`config.mk`:
```
export PLATFORM = sky130hd
export DESIGN_NAME = fir_coeff_ctrl_flat
export DESIGN_NICKNAME = d
export VERILOG_FILES = /design/src/rtl/fir_pkg.sv /design/src/rtl/fir_coeff_ctrl_if.sv /design/src/rtl/fir_rd_lat_pipe.sv /design/src/rtl/fir_coeff_ctrl.sv /design/src/flat_wrapper.sv
export SDC_FILE = /design/constraint.sdc
export NUM_CORES = 1
export LEC_CHECK = 0
export ABC_CLOCK_PERIOD_IN_PS = 3800
export BUFFER_PORTS_ARGS = -buffer_cell sky130_fd_sc_hd__buf_4
export CAP_MARGIN = 5
export CORE_ASPECT_RATIO = 2
export CORE_MARGIN = 10
export CORE_UTILIZATION = 45
export CTS_BUF_LIST = sky130_fd_sc_hd__clkbuf_2
export CTS_CLUSTER_SIZE = 14
export DETAILED_ROUTE_END_ITERATION = 10
export PLACE_DENSITY = 0.86
export SETUP_SLACK_MARGIN = 0.2
export SLEW_MARGIN = 20
export SYNTH_ARGS = -nofsm -noshare
export SYNTH_HDL_FRONTEND = slang
export SYNTH_SLANG_ARGS = --single-unit
```
`constraint.sdc`:
```
create_clock -name iClk12M -period 3.8 [get_ports iClk12M]
set_input_delay 0.19 -clock iClk12M [delete_from_list [all_inputs] [get_ports iClk12M]]
set_output_delay 0.19 -clock iClk12M [all_outputs]
set_load 0.01 [all_outputs]
```
`src/rtl/fir_pkg.sv`:
```
// Shared constants and types for the FIR coefficient SRAM controller.
package fir_pkg;

  localparam int NUM_TAPS = 10;
  localparam int ADDR_W   = 4;
  localparam int DATA_W   = 16;
  localparam int RD_LAT   = 1;
  localparam int DRAIN_W  = $clog2(RD_LAT + 2);

  typedef enum logic [1:0] {
    IDLE  = 2'd0,
    WR    = 2'd1,
    RD    = 2'd2,
    DRAIN = 2'd3
  } state_t;

  // Tag that travels alongside each SRAM read until its data comes back.
  typedef struct packed {
    logic              valid;
    logic [ADDR_W-1:0] tap;
    logic              last;
  } tap_tag_t;

endpackage

```
`src/rtl/fir_coeff_ctrl_if.sv`:
```
// Host write port, sample trigger, coefficient stream and SRAM pins of fir_coeff_ctrl.
interface fir_coeff_ctrl_if;
  import fir_pkg::*;

  // Host write handshake: a write transfers in any cycle where iCoeffWrEn and
  // oCoeffWrRdy are both high; the host holds iCoeffAddr/iCoeffData stable
  // and keeps iCoeffWrEn high until that cycle.
  logic              iCoeffWrEn;
  logic [ADDR_W-1:0] iCoeffAddr;
  logic [DATA_W-1:0] iCoeffData;
  logic              oCoeffWrRdy;
  logic              oAddrErr;

  logic              iSampleVld;
  logic              oOverrun;
  logic              oBusy;
  logic              oCoeffVld;
  logic [ADDR_W-1:0] oCoeffTap;
  logic [DATA_W-1:0] oCoeffDt;
  logic              oSweepDone;

  logic              oCsnRam;
  logic              oWrnRam;
  logic [ADDR_W-1:0] oAddrRam;
  logic [DATA_W-1:0] oWtDtRam;
  logic [DATA_W-1:0] iRdDtRam;

  state_t            dbg_state;

  modport master (
    output iCoeffWrEn, iCoeffAddr, iCoeffData, iSampleVld, iRdDtRam,
    input  oCoeffWrRdy, oAddrErr, oOverrun, oBusy, oCoeffVld, oCoeffTap,
    input  oCoeffDt, oSweepDone, oCsnRam, oWrnRam, oAddrRam, oWtDtRam,
    input  dbg_state
  );

  modport slave (
    input  iCoeffWrEn, iCoeffAddr, iCoeffData, iSampleVld, iRdDtRam,
    output oCoeffWrRdy, oAddrErr, oOverrun, oBusy, oCoeffVld, oCoeffTap,
    output oCoeffDt, oSweepDone, oCsnRam, oWrnRam, oAddrRam, oWtDtRam,
    output dbg_state
  );

endinterface

```
`src/rtl/fir_rd_lat_pipe.sv`:
```
// Carries the {valid, tap, last} tag of each SRAM read for RD_LAT+1 cycles and
// captures the returned SRAM word in the final stage.
module fir_rd_lat_pipe
  import fir_pkg::*;
(
  input  logic              clk,
  input  logic              rst,
  input  tap_tag_t          tag_i,
  input  logic [DATA_W-1:0] rd_data_i,
  output tap_tag_t          tag_o,
  output logic [DATA_W-1:0] data_o
);

  tap_tag_t          stage_q [RD_LAT+1];
  tap_tag_t          stage_d [RD_LAT+1];
  logic [DATA_W-1:0] data_q;
  logic [DATA_W-1:0] data_d;

  // The tag entering the last stage belongs to the word on rd_data_i this cycle.
  always_comb begin
    stage_d[0] = tag_i;
    for (int i = 1; i <= RD_LAT; i++) begin
      stage_d[i] = stage_q[i-1];
    end
    data_d = data_q;
    if (stage_d[RD_LAT].valid) begin
      data_d = rd_data_i;
    end
  end

  always_ff @(posedge clk) begin
    if (rst) begin
      for (int i = 0; i <= RD_LAT; i++) begin
        stage_q[i] <= '0;
      end
      data_q <= '0;
    end else begin
      for (int i = 0; i <= RD_LAT; i++) begin
        stage_q[i] <= stage_d[i];
      end
      data_q <= data_d;
    end
  end

  assign tag_o  = stage_q[RD_LAT];
  assign data_o = data_q;

endmodule

```
`src/rtl/fir_coeff_ctrl.sv`:
```
// Owns the coefficient SRAM: single-cycle host writes, and a full-tap read sweep
// per input sample delivered to the MAC as a tagged coefficient stream.
module fir_coeff_ctrl
  import fir_pkg::*;
(
  input logic            iClk12M,
  input logic            iRst,
  fir_coeff_ctrl_if.slave bus
);

  state_t            state_q, state_d;
  logic [ADDR_W-1:0] tap_q, tap_d;
  logic [DRAIN_W-1:0] drain_q, drain_d;
  logic              csn_q, csn_d;
  logic              wrn_q, wrn_d;
  logic [ADDR_W-1:0] addr_q, addr_d;
  logic [DATA_W-1:0] wdata_q, wdata_d;
  logic              addr_err_q, addr_err_d;
  logic              overrun_q, overrun_d;
  logic              wr_rdy;
  logic              wr_fire;
  tap_tag_t          rd_tag;
  tap_tag_t          out_tag;
  logic [DATA_W-1:0] out_data;

  assign wr_rdy  = (state_q == IDLE) & ~bus.iSampleVld & ~iRst;
  assign wr_fire = bus.iCoeffWrEn & wr_rdy;

  // SRAM pins are registered, so they are derived from the state being entered.
  always_comb begin
    state_d    = state_q;
    tap_d      = tap_q;
    drain_d    = drain_q;
    csn_d      = 1'b1;
    wrn_d      = 1'b1;
    addr_d     = '0;
    wdata_d    = wdata_q;
    addr_err_d = 1'b0;
    overrun_d  = bus.iSampleVld & (state_q != IDLE);
    unique case (state_q)
      IDLE: begin
        if (bus.iSampleVld) begin
          state_d = RD;
          tap_d   = '0;
        end else if (wr_fire) begin
          if (bus.iCoeffAddr < ADDR_W'(NUM_TAPS)) begin
            state_d = WR;
            csn_d   = 1'b0;
            wrn_d   = 1'b0;
            addr_d  = bus.iCoeffAddr;
            wdata_d = bus.iCoeffData;
          end else begin
            addr_err_d = 1'b1;
          end
        end
      end
      WR: begin
        state_d = IDLE;
      end
      RD: begin
        if (tap_q == ADDR_W'(NUM_TAPS - 1)) begin
          state_d = DRAIN;
          drain_d = '0;
        end else begin
          tap_d = tap_q + ADDR_W'(1);
        end
      end
      DRAIN: begin
        if (drain_q == DRAIN_W'(RD_LAT)) begin
          state_d = IDLE;
        end else begin
          drain_d = drain_q + DRAIN_W'(1);
        end
      end
      default: begin
        state_d = IDLE;
      end
    endcase
    if (state_d == RD) begin
      csn_d  = 1'b0;
      addr_d = tap_d;
    end
  end

  always_ff @(posedge iClk12M) begin
    if (iRst) begin
      state_q    <= IDLE;
      tap_q      <= '0;
      drain_q    <= '0;
      csn_q      <= 1'b1;
      wrn_q      <= 1'b1;
      addr_q     <= '0;
      wdata_q    <= '0;
      addr_err_q <= 1'b0;
      overrun_q  <= 1'b0;
    end else begin
      state_q    <= state_d;
      tap_q      <= tap_d;
      drain_q    <= drain_d;
      csn_q      <= csn_d;
      wrn_q      <= wrn_d;
      addr_q     <= addr_d;
      wdata_q    <= wdata_d;
      addr_err_q <= addr_err_d;
      overrun_q  <= overrun_d;
    end
  end

  // Tag the read whose address is on the SRAM pins this cycle.
  always_comb begin
    rd_tag = '0;
    if (state_q == RD) begin
      rd_tag.valid = 1'b1;
      rd_tag.tap   = addr_q;
      rd_tag.last  = (addr_q == ADDR_W'(NUM_TAPS - 1));
    end
  end

  fir_rd_lat_pipe u_rd_pipe (
    .clk       (iClk12M),
    .rst       (iRst),
    .tag_i     (rd_tag),
    .rd_data_i (bus.iRdDtRam),
    .tag_o     (out_tag),
    .data_o    (out_data)
  );

  assign bus.oCoeffWrRdy = wr_rdy;
  assign bus.oAddrErr    = addr_err_q;
  assign bus.oOverrun    = overrun_q;
  assign bus.oBusy       = (state_q != IDLE);
  assign bus.oCoeffVld   = out_tag.valid;
  assign bus.oCoeffTap   = out_tag.tap;
  assign bus.oSweepDone  = out_tag.last;
  assign bus.oCoeffDt    = out_data;
  assign bus.oCsnRam     = csn_q;
  assign bus.oWrnRam     = wrn_q;
  assign bus.oAddrRam    = addr_q;
  assign bus.oWtDtRam    = wdata_q;
  assign bus.dbg_state   = state_q;

endmodule

```
`src/flat_wrapper.sv`:
```
// flat-port wrapper written by rule: the top's interface ports become plain ports
module fir_coeff_ctrl_flat import fir_pkg::*;
  (iClk12M, iRst, bus_iCoeffWrEn, bus_iCoeffAddr, bus_iCoeffData, bus_iSampleVld, bus_iRdDtRam, bus_oCoeffWrRdy, bus_oAddrErr, bus_oOverrun, bus_oBusy, bus_oCoeffVld, bus_oCoeffTap, bus_oCoeffDt, bus_oSweepDone, bus_oCsnRam, bus_oWrnRam, bus_oAddrRam, bus_oWtDtRam, bus_dbg_state);
  fir_coeff_ctrl_if bus_i ();
  input logic iClk12M;
  input logic iRst;
  input wire logic [$bits(bus_i.iCoeffWrEn)-1:0] bus_iCoeffWrEn;
  input wire logic [$bits(bus_i.iCoeffAddr)-1:0] bus_iCoeffAddr;
  input wire logic [$bits(bus_i.iCoeffData)-1:0] bus_iCoeffData;
  input wire logic [$bits(bus_i.iSampleVld)-1:0] bus_iSampleVld;
  input wire logic [$bits(bus_i.iRdDtRam)-1:0] bus_iRdDtRam;
  output wire logic [$bits(bus_i.oCoeffWrRdy)-1:0] bus_oCoeffWrRdy;
  output wire logic [$bits(bus_i.oAddrErr)-1:0] bus_oAddrErr;
  output wire logic [$bits(bus_i.oOverrun)-1:0] bus_oOverrun;
  output wire logic [$bits(bus_i.oBusy)-1:0] bus_oBusy;
  output wire logic [$bits(bus_i.oCoeffVld)-1:0] bus_oCoeffVld;
  output wire logic [$bits(bus_i.oCoeffTap)-1:0] bus_oCoeffTap;
  output wire logic [$bits(bus_i.oCoeffDt)-1:0] bus_oCoeffDt;
  output wire logic [$bits(bus_i.oSweepDone)-1:0] bus_oSweepDone;
  output wire logic [$bits(bus_i.oCsnRam)-1:0] bus_oCsnRam;
  output wire logic [$bits(bus_i.oWrnRam)-1:0] bus_oWrnRam;
  output wire logic [$bits(bus_i.oAddrRam)-1:0] bus_oAddrRam;
  output wire logic [$bits(bus_i.oWtDtRam)-1:0] bus_oWtDtRam;
  output wire logic [$bits(bus_i.dbg_state)-1:0] bus_dbg_state;
  assign bus_i.iCoeffWrEn = bus_iCoeffWrEn;
  assign bus_i.iCoeffAddr = bus_iCoeffAddr;
  assign bus_i.iCoeffData = bus_iCoeffData;
  assign bus_i.iSampleVld = bus_iSampleVld;
  assign bus_i.iRdDtRam = bus_iRdDtRam;
  assign bus_oCoeffWrRdy = bus_i.oCoeffWrRdy;
  assign bus_oAddrErr = bus_i.oAddrErr;
  assign bus_oOverrun = bus_i.oOverrun;
  assign bus_oBusy = bus_i.oBusy;
  assign bus_oCoeffVld = bus_i.oCoeffVld;
  assign bus_oCoeffTap = bus_i.oCoeffTap;
  assign bus_oCoeffDt = bus_i.oCoeffDt;
  assign bus_oSweepDone = bus_i.oSweepDone;
  assign bus_oCsnRam = bus_i.oCsnRam;
  assign bus_oWrnRam = bus_i.oWrnRam;
  assign bus_oAddrRam = bus_i.oAddrRam;
  assign bus_oWtDtRam = bus_i.oWtDtRam;
  assign bus_dbg_state = bus_i.dbg_state;
  fir_coeff_ctrl u_core (.iClk12M(iClk12M), .iRst(iRst), .bus(bus_i));
endmodule
```
[Word-level counts from Yosys, hierarchy flattened]
Memory sizes are Yosys's and may differ from the RTL's.
Index checks and enable logic that the tools add are counted.
Word-level totals
  bits in writable memories: 12
  flip-flop bits (word level): 48
  output and inout port bits: 50
  input bits: 40
  memories: 1
Memories
  u_core.u_rd_pipe.stage_q: words 2, width 6, read ports 2, clocked after memory_dff 0, write ports 2, line fir_rd_lat_pipe.sv:14  | tap_tag_t stage_q [RD_LAT+1];
Cells by class
  reductions and logical operators: 6
  multiplexer cells: 28
  bitwise gates (word level): 10
  magnitude comparators: 1
  add/subtract/negate cells: 2
  equality and inequality tests: 9
Operators by type and width (number)
  4-bit two-way mux: 7
  6-bit two-way mux: 3
  2-bit two-way mux: 7
  4-bit equality test (second input constant): 2
  1-bit two-way mux: 8
  2-bit one-hot mux with 4 select lines: 1
  4-bit one-hot mux with 2 select lines: 1
  2-bit equality test (second input constant): 3
  4-bit by 1-bit adder with 4-bit output (second input constant): 1
  1-bit AND: 4
  2-bit by 1-bit equality test with 1-bit output (second input constant): 2
  4-bit less-than comparator (second input constant): 1
  1-bit NOT: 4
  2-bit one-hot mux with 2 select lines: 1
  4-bit AND reduction: 1
  2-bit nonzero test: 2
  4-bit OR reduction: 1
  3-bit AND reduction: 1
  2-bit by 1-bit adder with 2-bit output (second input constant): 1
  2-bit zero test: 1
  2-bit by 1-bit != test with 1-bit output (second input constant): 1
  2-bit != test (second input constant): 1
  1-bit OR: 2

[Longest topological paths before layout]
Gate-level depths: netlist (run 1).
  word-level depth: 9
  gate-level depth with buffers: 6
  mapped depth without buffers: 5

[Cells and area by module]
A second synthesis (run 1) with hierarchy kept.
Unflattened totals
  cell total of the unflattened synthesis: 229
  area total of the unflattened synthesis: 2215.9 µm²
Modules (own cells, without submodules)
  fir_coeff_ctrl: area each 1313.8 µm², instances 1, cells each 152, sequential area each 640.6 µm²
  fir_rd_lat_pipe: area each 902.1 µm², instances 1, cells each 77, sequential area each 560.5 µm²

[Least setup slack after synthesis (run 1)]
Ideal clock, no wire load.
  kind: register to register
  from: register u_core.state_q[0], in the netlist u_core.bus.dbg_state[0]
  to: register u_core.wdata_q[0], in the netlist u_core.bus.oWtDtRam[0]
  slack: 2071 ps
  data arrival time: 1608 ps
  data required time: 3679 ps
  library setup time: 121 ps
  stages on the path, launching flop included: 7
  period minus slack after synthesis: 1729 ps
  buffers on the path: 2
  cells stage by stage: dfxtp_1 > buf_6 > nor4_4 > and3_4 > inv_6 > buf_12 > mux2_4
On the way
  longest elaborated chain between the ends: 5
RTL lines
  start, declared: line fir_coeff_ctrl.sv:11  | state_t state_q, state_d;
  start signal, assigned: line fir_coeff_ctrl.sv:97  | state_q <= state_d;
  2-bit zero test: line fir_coeff_ctrl.sv:26  | assign wr_rdy = (state_q == IDLE) & ~bus.iSampleVld & ~iRst;
  1-bit AND (2 in series): line fir_coeff_ctrl.sv:26
  named net bus_oCoeffWrRdy: line flat_wrapper.sv:12  | output wire logic [$bits(bus_i.oCoeffWrRdy)-1:0] bus_oCoeffWrRdy;
  1-bit AND: line fir_coeff_ctrl.sv:27  | assign wr_fire = bus.iCoeffWrEn & wr_rdy;
  4-bit AND reduction (no source line)
  end signal, assigned: line fir_coeff_ctrl.sv:103  | wdata_q <= wdata_d;
  end, declared: line fir_coeff_ctrl.sv:17  | logic [DATA_W-1:0] wdata_q, wdata_d;
The timed path passes the listed nets, and every way through them passes these cells.
A chain may end at the register's enable or synchronous reset.

[Worst setup path after layout (run 1)]
  from: register u_core.state_q[1], in the netlist u_core.bus.dbg_state[1]
  to: output port bus_oBusy
On the way
  longest elaborated chain between the ends: 1
RTL lines
  2-bit nonzero test: line fir_coeff_ctrl.sv:131  | assign bus.oBusy = (state_q != IDLE);
  end, declared: line flat_wrapper.sv:15  | output wire logic [$bits(bus_i.oBusy)-1:0] bus_oBusy;
No other way between the ends.

==> results of run 1 <==
## through the flow
stage          utilization, %  instance area, µm²  std cells  hold slack, ps
2_1_floorplan               -                2280        206             304
3_3_place_gp             60.3                2960        342             415
3_5_place_dp             60.3                2960        342             406
4_1_cts                  70.9                3480        395            9.84
5_1_grt                  70.9                3480        395            10.9
6_report                 70.9                3480        395            20.7
## sequential cells by signal (all words and copies together), names as in the netlist
name / cells
u_core.bus.dbg_state: 2
u_core.bus.oAddrErr: 1
u_core.bus.oAddrRam: 4
u_core.bus.oCsnRam: 1
u_core.bus.oOverrun: 1
u_core.bus.oWrnRam: 1
u_core.bus.oWtDtRam: 16
u_core.drain_q: 2
u_core.tap_q: 4
u_core.u_rd_pipe.data_o: 16
u_core.u_rd_pipe.stage_q: 12
## layer usage
metal	vias to the layer above	track usage [%]	part of all wire (%)	wire (µm)
met2	71	29.8	56	3860
li1	964	-	-	-
met4	0	8.81	2.5	176
met1	927	14.6	34	2350
met5	-	0	0	0
met3	14	5.73	7.6	524
## worst max path at each step
stage / cells past startpoint / to / start
final: 2 / bus_oBusy / u_core.bus.dbg_state[1]$_SDFF_PP0_
after global routing: 2 / bus_oCoeffWrRdy / u_core.bus.dbg_state[0]$_SDFF_PP0_
after CTS: 2 / bus_oCoeffWrRdy / u_core.bus.dbg_state[0]$_SDFF_PP0_
after detailed placement: 5 / u_core.bus.oWtDtRam[11]$_SDFFE_PP0P_ / iRst
after global placement: 5 / u_core.bus.oWtDtRam[14]$_SDFFE_PP0P_ / iRst
after floorplan: 6 / u_core.bus.oWtDtRam[0]$_SDFFE_PP0P_ / u_core.bus.dbg_state[0]$_SDFF_PP0_
## worst max-delay path: cells and delay by family (launching register included)
kind          cells  cell delay [ps]
flops             1              690
simple gates      1              230
buf+inv           1              120
## synth_stat cells (all sizes together) (4+ instances only)
cell     n  area share, %
inv      5            1.0
and3     8            2.4
nor2b   24            6.6
nor2    21            3.5
mux2i   17            7.5
clkbuf   7            1.2
a21oi    8            1.8
o21ai    4           0.88
dfxtp   60             53
mux2    17            9.7
## where the power goes
| group | switching, µW | internal, µW |
|---|---|---|
| sequential | 21.5 | 653 |
| combinational | 68.5 | 106 |
| clock | 232 | 282 |
## layout make-up
type | instances | area, µm² | share of cell area [%]
inverter | 5 | 23.8 | 0.682
timing repair buffer | 126 | 1040 | 29.8
clock buffer | 10 | 50.0 | 1.44
multi-input combinational | 131 | 996 | 28.6
tap | 57 | 71.3 | 2.05
clock inverter | 6 | 103 | 2.95
sequential | 60 | 1200 | 34.5
## logic make-up (layout without fill, tap and decap cells)
| group | after synthesis | in the layout | share of synthesized area, % |
|---|---|---|---|
| fa+ha+maj | 3 | 3 | 1.64 |
| compound gates | 21 | 21 | 6.03 |
| simple gates | 73 | 73 | 18.8 |
| flops | 60 | 60 | 52.6 |
| buf+inv | 15 | 147 | 3.78 |
| mux | 34 | 34 | 17.2 |
## timing repair
| action | in CTS | in global routing |
|---|---|---|
| hold endpoints to repair | 36 | 0 |
| hold buffers | 37 | 0 |
| gates resized for setup | 0 | 0 |
==> flow_summary.ini, run 1 <==
[grt]
grt_usage_pct = 16.1
grt_pass1_wl_mm = 11.0
grt_max_degree = 53
grt_pass1_vias = 2200
grt_remaining_overflow = 0
grt_antenna_before_repair = 0

[yosys]
synth-main-ff-cell = dfxtp_1
yosys_warnings = 0
synth_seq_area_share_pct = 52.6
synth-edff-count = 0
async_flop_share_pct = 0
ys_seq_elements = 60
yosys.cell_types.count = 36
synthCells = 206
avgSynthCellArea_um2 = 11.1
synth_nets = 249
syn_area_mm2 = 0.00228

[layout]
n_antenna_cell = 0
final_common_cell = buf_4
syn_to_final_growth_pct = 52.5
nNetsFinal = 376
mostFrequentLayoutCells = 89 x buf_4, 60 x dfxtp_1, 37 x dlygate4sd3_1
final_layout_size_suffix_gt1_share_pct = 36.7
fillCellCount = 353

[die]
core_region_area_mm2 = 0.00491
fp-row-count = 36
num_io_pins = 90
fp.dieArea_mm2 = 0.00850
die_y_um = 121
die_w_um = 70.4
start_util_pct = 46.5

[clock_network]
post_cts_buffers = 0
clkLatencyLatePin_ps = 500
tritoncts = done
htreeDepth = 3
clockBufferDepth = 2
root_buffer = clkbuf_2
numCtsBuffers = 9
cts.sinks = 60
cts.reportedPaths.clkPinSlew_ps = 170

[flow_run]
drv_cap = 0

[setup_path]
crit_fanout = 15
end_kind = output port
crit_required_ps = 3610
reg2reg_from = u_core.bus.dbg_state[1]$_SDFF_PP0_
cp-start-kind = register
critPathSlowestCell = dfxtp_1
cp.arrival_ps = 1530
path_class = reg2out
reg2reg_slack_ps = 2140
timing.rr.end = u_core.bus.oWtDtRam[4]$_SDFFE_PP0P_
crit_path_max_incr_delay_ps = 690
worstPathCellList = or2_2, buf_4
reg2reg_depth = 4

[power]
power_density_mw_per_mm2 = 391
power_leakage_uw = 0.00162
power_uw = 1360
peakVddDrop_v = 0.000338

[sta]
tightest_slew_ps = 959
clock.fmax_ghz = 0.581
finalSetupTns_ps = 0
slew_headroom_pct = 36.0
setup_violations = 0
period_share_pct = 45.3
setup_slack_ps = 2080
period_needed_ps = 1720
hold_violations = 0
fin_skew_ps = 30.2
rsz0062_at_grt = false
slew_violations = 0

[route]
drtIter0Drc = 73
detail-route-antenna-nets = 0
vias = 1976
drtPass1Iterations = 4
drc = 0
routed_wl_mm = 6.91
vias_per_cell = 5.00
post_drt_wl_per_cell_um = 17.5

[place]
place.port_buffers = 89
dpl.hpwl_mm = 4.29
gp_congestion = 0.814
post-place-ws_ps = 2130

[min_path]
min_from = bus_iCoeffAddr[1]
hold_depth = 3
min_to = u_core.bus.oAddrRam[1]$_SDFF_PP0_
hold_path.class = in2reg

[run_status]
status = finished, final reports clean
No activity file was read; power rests on OpenSTA's default activity.
==> inputs of run 2 (changes only) <==
--- a/config.mk
+++ b/config.mk
@@ -5,7 +5,7 @@
 export SDC_FILE = /design/constraint.sdc
 export NUM_CORES = 1
 export LEC_CHECK = 0
-export ABC_CLOCK_PERIOD_IN_PS = 3800
+export ABC_CLOCK_PERIOD_IN_PS = 1590
 export BUFFER_PORTS_ARGS = -buffer_cell sky130_fd_sc_hd__buf_4
 export CAP_MARGIN = 5
 export CORE_ASPECT_RATIO = 2
==> constraint.sdc (replaced) <==
create_clock -name iClk12M -period 1.59 [get_ports iClk12M]
set_input_delay 0.0795 -clock iClk12M [delete_from_list [all_inputs] [get_ports iClk12M]]
set_output_delay 0.0795 -clock iClk12M [all_outputs]
set_load 0.01 [all_outputs]
==> flow_summary.ini, run 2 (same netlist as run 1, synthesis figures left out) <==
[sta]
fin_skew_ps = 10.8
hold_violations = 0
finalSetupTns_ps = 0
setup_violations = 0
rsz0062_at_grt = true
slew_headroom_pct = 73.3
slew_violations = 0
tightest_slew_ps = 400
period_share_pct = 95.0
period_needed_ps = 1510
fin_hold_ws_ps = 102
clock.fmax_ghz = 0.662

[setup_path]
critPathSlowestCell = dfxtp_4
cp-start-kind = register
worstPathCellList = buf_4, o21bai_1, buf_4, o21ai_0, a21oi_2
critPathBufInv = 2
path_class = reg2reg
crit_fanout = 9
crit_family = compound AO/OA/AOI/OAI gates
reg2reg_depth = 5
critPathLaunch = u_core.bus.dbg_state[1]$_SDFF_PP0_
crit_path_max_incr_delay_ps = 420
crit_top_cell = buf_4
crit_cells = 5
crit_required_ps = 2000
end_kind = register
reg2reg_from = u_core.bus.dbg_state[1]$_SDFF_PP0_
cp.arrival_ps = 1920

[min_path]
hold_depth = 4
min_from = bus_iSampleVld
hold_path.class = in2reg

[route]
highest_layer = met4
drtPass1Iterations = 4
detail-route-antenna-nets = 0
wl_met3_um = 582
vias_per_cell = 5.28
met1_length_mm = 2.52
drtIter0Drc = 105
met2WireLength_mm = 4.63
drc = 0
routed_wl_mm = 8.06
vias = 2165
post_drt_wl_per_cell_um = 19.7

[clock_network]
tritoncts = done
clockBufferDepth = 2
cts.sinks = 60
cts.reportedPaths.clkPinSlew_ps = 170
htreeDepth = 3
numCtsBuffers = 9
clkLatencyLatePin_ps = 470
root_buffer = clkbuf_2

[layout]
mostFrequentLayoutCells = 98 x buf_4, 54 x dfxtp_1, 38 x dlygate4sd3_1
nNetsFinal = 391
final_common_cell = buf_4
fin_area_mm2 = 0.00370
syn_to_final_growth_pct = 62.0
n_antenna_cell = 0
fin_cells = 410
final_layout_size_suffix_gt1_share_pct = 45.0

[power]
power_uw = 3360
power_density_mw_per_mm2 = 907
peakVddDrop_v = 0.000896
power_leakage_uw = 0.00172

[grt]
grt_pass1_vias = 2408
grt_remaining_overflow = 0
grt_antenna_before_repair = 0
grt_usage_pct = 18.4
grt_max_degree = 30
grt_pass1_wl_mm = 12.3

[place]
dp.cells = 350
placed_cell_area_mm2 = 0.00302
gp_congestion = 0.913
dpl.hpwl_mm = 4.69
place.port_buffers = 89

[die]
start_util_pct = 46.5
core_region_area_mm2 = 0.00491
fp-row-count = 36
die_y_um = 121
die_w_um = 70.4
fp.dieArea_mm2 = 0.00850
num_io_pins = 90

[flow_run]
drv_cap = 0

[run_status]
status = finished, final reports clean
==> run 2: cell types whose count changed in the layout (fill, tap and decap cells not counted), moves of 2 or more <==
cell	before	now
dfxtp_4	0	3
clkinv_1	2	0
a21oi_2	0	3
or3_1	2	0
buf_6	0	5
dfxtp_1	60	54
clkinvlp_4	0	2
a21oi_1	8	5
dfxtp_2	0	3
buf_4	89	98
or3_4	0	2
==> run 2: layout make-up <==
cell class | count | area, µm²
clock buffers | 9 | 45.0
clock inverters | 7 | 115
fillers | 312 | 1210
inverters | 5 | 26.3
multi-input cells | 131 | 1050
flip-flops and latches | 60 | 1220
well taps | 57 | 71.3
repair buffers | 141 | 1170
==> run 2: final timing paths <==
check | to | slack [ps]
hold / removal | u_core.tap_q[2]$_SDFF_PP0_ | 100
hold reg to reg | u_core.u_rd_pipe.stage_q[0][6]$_SDFF_PP0_ | 460
setup reg to reg | u_core.tap_q[1]$_SDFF_PP0_ | 80
setup / recovery | u_core.tap_q[1]$_SDFF_PP0_ | 80
==> run 2: repair_timing <==
item | CTS | global route
buffers inserted | 4 | 2
endpoints found under the setup margin | 25 | 27
pin swaps | 4 | 5
hold buffers | 38 | 0
gates resized for setup | 16 | 13
hold endpoints to repair | 38 | 0
==> run 2: per-stage QoR <==
| step | util [%] | setup slack [ps] |
|---|---|---|
| 2_1_floorplan | - | -123 |
| 5_1_grt | 75.4 | -32.8 |
| 4_1_cts | 74.2 | 119 |
| 3_3_place_gp | 61.5 | 200 |
| 6_report | 75.4 | 79.9 |
| 3_5_place_dp | 61.5 | 144 |
==> run 2: per-layer routing <==
| layer | up-vias | global-route usage [%] |
|---|---|---|
| li1 | 996 | - |
| met1 | 1044 | 15.0 |
| met2 | 101 | 35.0 |
| met3 | 24 | 6.63 |
| met4 | 0 | 12.0 |
| met5 | - | 0 |
==> run 2: power by group <==
| part | internal, µW | switching (µW) | leakage (µW) |
|---|---|---|---|
| Clock | 671 | 582 | 0.0000879 |
| Sequential | 1560 | 38.3 | 0.000491 |
| Combinational | 294 | 212 | 0.00114 |
==> run 2: tightest hold or removal path: cells and delay by family <==
| kind | cells | cell delay, ps |
|---|---|---|
| AOI/OAI and AO/OA | 2 | 240 |
| buffers and inverters | 1 | 130 |
| muxes | 1 | 100 |
==> inputs of run 3 (changes only) <==
--- a/config.mk
+++ b/config.mk
@@ -8,13 +8,15 @@
 export ABC_CLOCK_PERIOD_IN_PS = 1590
 export BUFFER_PORTS_ARGS = -buffer_cell sky130_fd_sc_hd__buf_4
 export CAP_MARGIN = 5
+export CELL_PAD_IN_SITES_DETAIL_PLACEMENT = 2
+export CELL_PAD_IN_SITES_GLOBAL_PLACEMENT = 2
 export CORE_ASPECT_RATIO = 2
 export CORE_MARGIN = 10
-export CORE_UTILIZATION = 45
+export CORE_UTILIZATION = 30
 export CTS_BUF_LIST = sky130_fd_sc_hd__clkbuf_2
 export CTS_CLUSTER_SIZE = 14
 export DETAILED_ROUTE_END_ITERATION = 10
-export PLACE_DENSITY = 0.86
+export PLACE_DENSITY = 0.92
 export SETUP_SLACK_MARGIN = 0.2
 export SLEW_MARGIN = 20
 export SYNTH_ARGS = -nofsm -noshare
==> flow_summary.ini, run 3 (same netlist as run 1, synthesis figures left out) <==
[layout]
n_antenna_cell = 0
mostFrequentLayoutCells = 96 x buf_4, 54 x dfxtp_1, 40 x dlygate4sd3_1
final_layout_size_suffix_gt1_share_pct = 44.8
nNetsFinal = 392
layout.area.seq_mm2 = 0.00122
multiInputGateArea_mm2 = 0.00108
syn_to_final_growth_pct = 62.2
final_common_cell = buf_4
fillCellCount = 753

[sta]
period_share_pct = 101
period_needed_ps = 1610
slew_headroom_pct = 64.7
slew_violations = 0
rsz0062_at_grt = true
fin_hold_ws_ps = 18.3
fin_skew_ps = 23.6
setup_slack_ps = -23.3
tightest_slew_ps = 528
setup_violations = 4
clock.fmax_ghz = 0.620
hold_violations = 0

[route]
post_drt_wl_per_cell_um = 22.2
vias = 2119
vias_per_cell = 4.74
drc = 0
drtPass1Iterations = 4
drtIter0Drc = 85
routed_wl_mm = 9.92
detail-route-antenna-nets = 0

[setup_path]
worstPathCellList = nor4_4, buf_4, buf_6
crit_required_ps = 1510
end_kind = output port
path_class = reg2out
cp.arrival_ps = 1530
crit_family = flip-flops
critPathSlowestCell = dfxtp_4
critPathBufInv = 2
crit_fanout = 2
crit_path_max_incr_delay_ps = 390
cp-start-kind = register

[flow_run]
drv_cap = 0

[clock_network]
htreeDepth = 3
ctsHoldBuffers = 40
root_buffer = clkbuf_2
clockBufferDepth = 2
clkLatencyLatePin_ps = 530
numCtsBuffers = 9
cts.reportedPaths.clkPinSlew_ps = 170
cts.sinks = 60
tritoncts = done

[grt]
grtUsageMet2_pct = 30.2
grt_pass1_vias = 2552
busiest_layer = met2
grt_usage_pct = 17.3
grt_max_degree = 42
grt_use_met1_pct = 17.4
grt_pass1_wl_mm = 15.2
met3_usage_pct = 8.14
grt_remaining_overflow = 0
grt_antenna_before_repair = 0

[die]
fp.dieArea_mm2 = 0.0117
start_util_pct = 30.5
die_w_um = 81.7
die_y_um = 143
num_io_pins = 90
core_region_area_mm2 = 0.00749
fp-row-count = 45

[power]
peakVddDrop_v = 0.000405
power_uw = 2870
power_leakage_uw = 0.00169
power_density_mw_per_mm2 = 776

[place]
dpl.hpwl_mm = 5.88
gp_congestion = 0.804
place.port_buffers = 89

[min_path]
hold_path.class = in2reg

[run_status]
violations = setup timing
status = finished, violations left
## run 3: changes by cell type in the layout (fill, tap and decap cells not counted), sizes merged
cell and change:
bufinv -3, buf -1, clkbuf +1, dlygate4sd3 +2
clkinvlp -2, clkinv +3
## run 3: layout make-up
class	instances	share of cell area (%)
Tap cell	94	3.18
Inverter	5	0.709
Multi-Input combinational cell	131	29.3
Sequential cell	60	32.8
Clock inverter	5	0.541
Timing Repair Buffer	142	32.1
Clock buffer	10	1.35
## run 3: where the power goes
group	switching (µW)	internal, µW	leakage (µW)
logic	229	301	0.00115
registers	43.9	1560	0.000491
clock network	561	181	0.0000517
## run 3: routing by layer
layer	vias to the layer above	part of all wire, %
met4	0	1.4
met5	-	0
li1	989	-
met1	1020	36
met3	14	10
met2	96	53
## run 3: worst reg2reg max path, stage by stage, from the launching register on
cell and delay, ps:
dfxtp_4 390, nor4_4 330, buf_4 160, and3_4 220
inv_8 90, mux2_4 310
## run 3: final timing paths
path,cells after the start,slack (ps),endpoint,startpoint
setup / recovery,3,-20,bus_oCoeffWrRdy,u_core.bus.dbg_state[0]$_SDFF_PP0_
hold / removal,3,20,u_core.bus.dbg_state[1]$_SDFF_PP0_,bus_iSampleVld
setup reg to reg,5,-20,u_core.bus.oWtDtRam[1]$_SDFFE_PP0P_,u_core.bus.dbg_state[0]$_SDFF_PP0_
hold reg to reg,1,470,u_core.u_rd_pipe.stage_q[0][8]$_SDFF_PP0_,u_core.u_rd_pipe.stage_q[0][2]$_SDFF_PP0_
## run 3: through the flow
| step | TNS, ps | util, % | cells | setup WS [ps] | instance area (µm²) |
|---|---|---|---|---|---|
| 5_1_grt | -520 | 49.5 | 447 | -86.3 | 3700 |
| 3_5_place_dp | 0 | 40.8 | 385 | 95.5 | 3050 |
| 4_1_cts | 0 | 48.3 | 445 | 10.3 | 3620 |
| 3_3_place_gp | 0 | 40.8 | 385 | 193 | 3050 |
| 6_report | -74.8 | 49.5 | 447 | -23.3 | 3700 |
| 2_1_floorplan | -984 | - | 206 | -123 | 2290 |
## run 3: what timing repair did
action / CTS / global route
setup buffers: 5 / 2
pin swaps: 5 / 6
resized for setup: 18 / 22
setup endpoints to repair: 28 / 30
hold endpoints to repair: 47 / 1
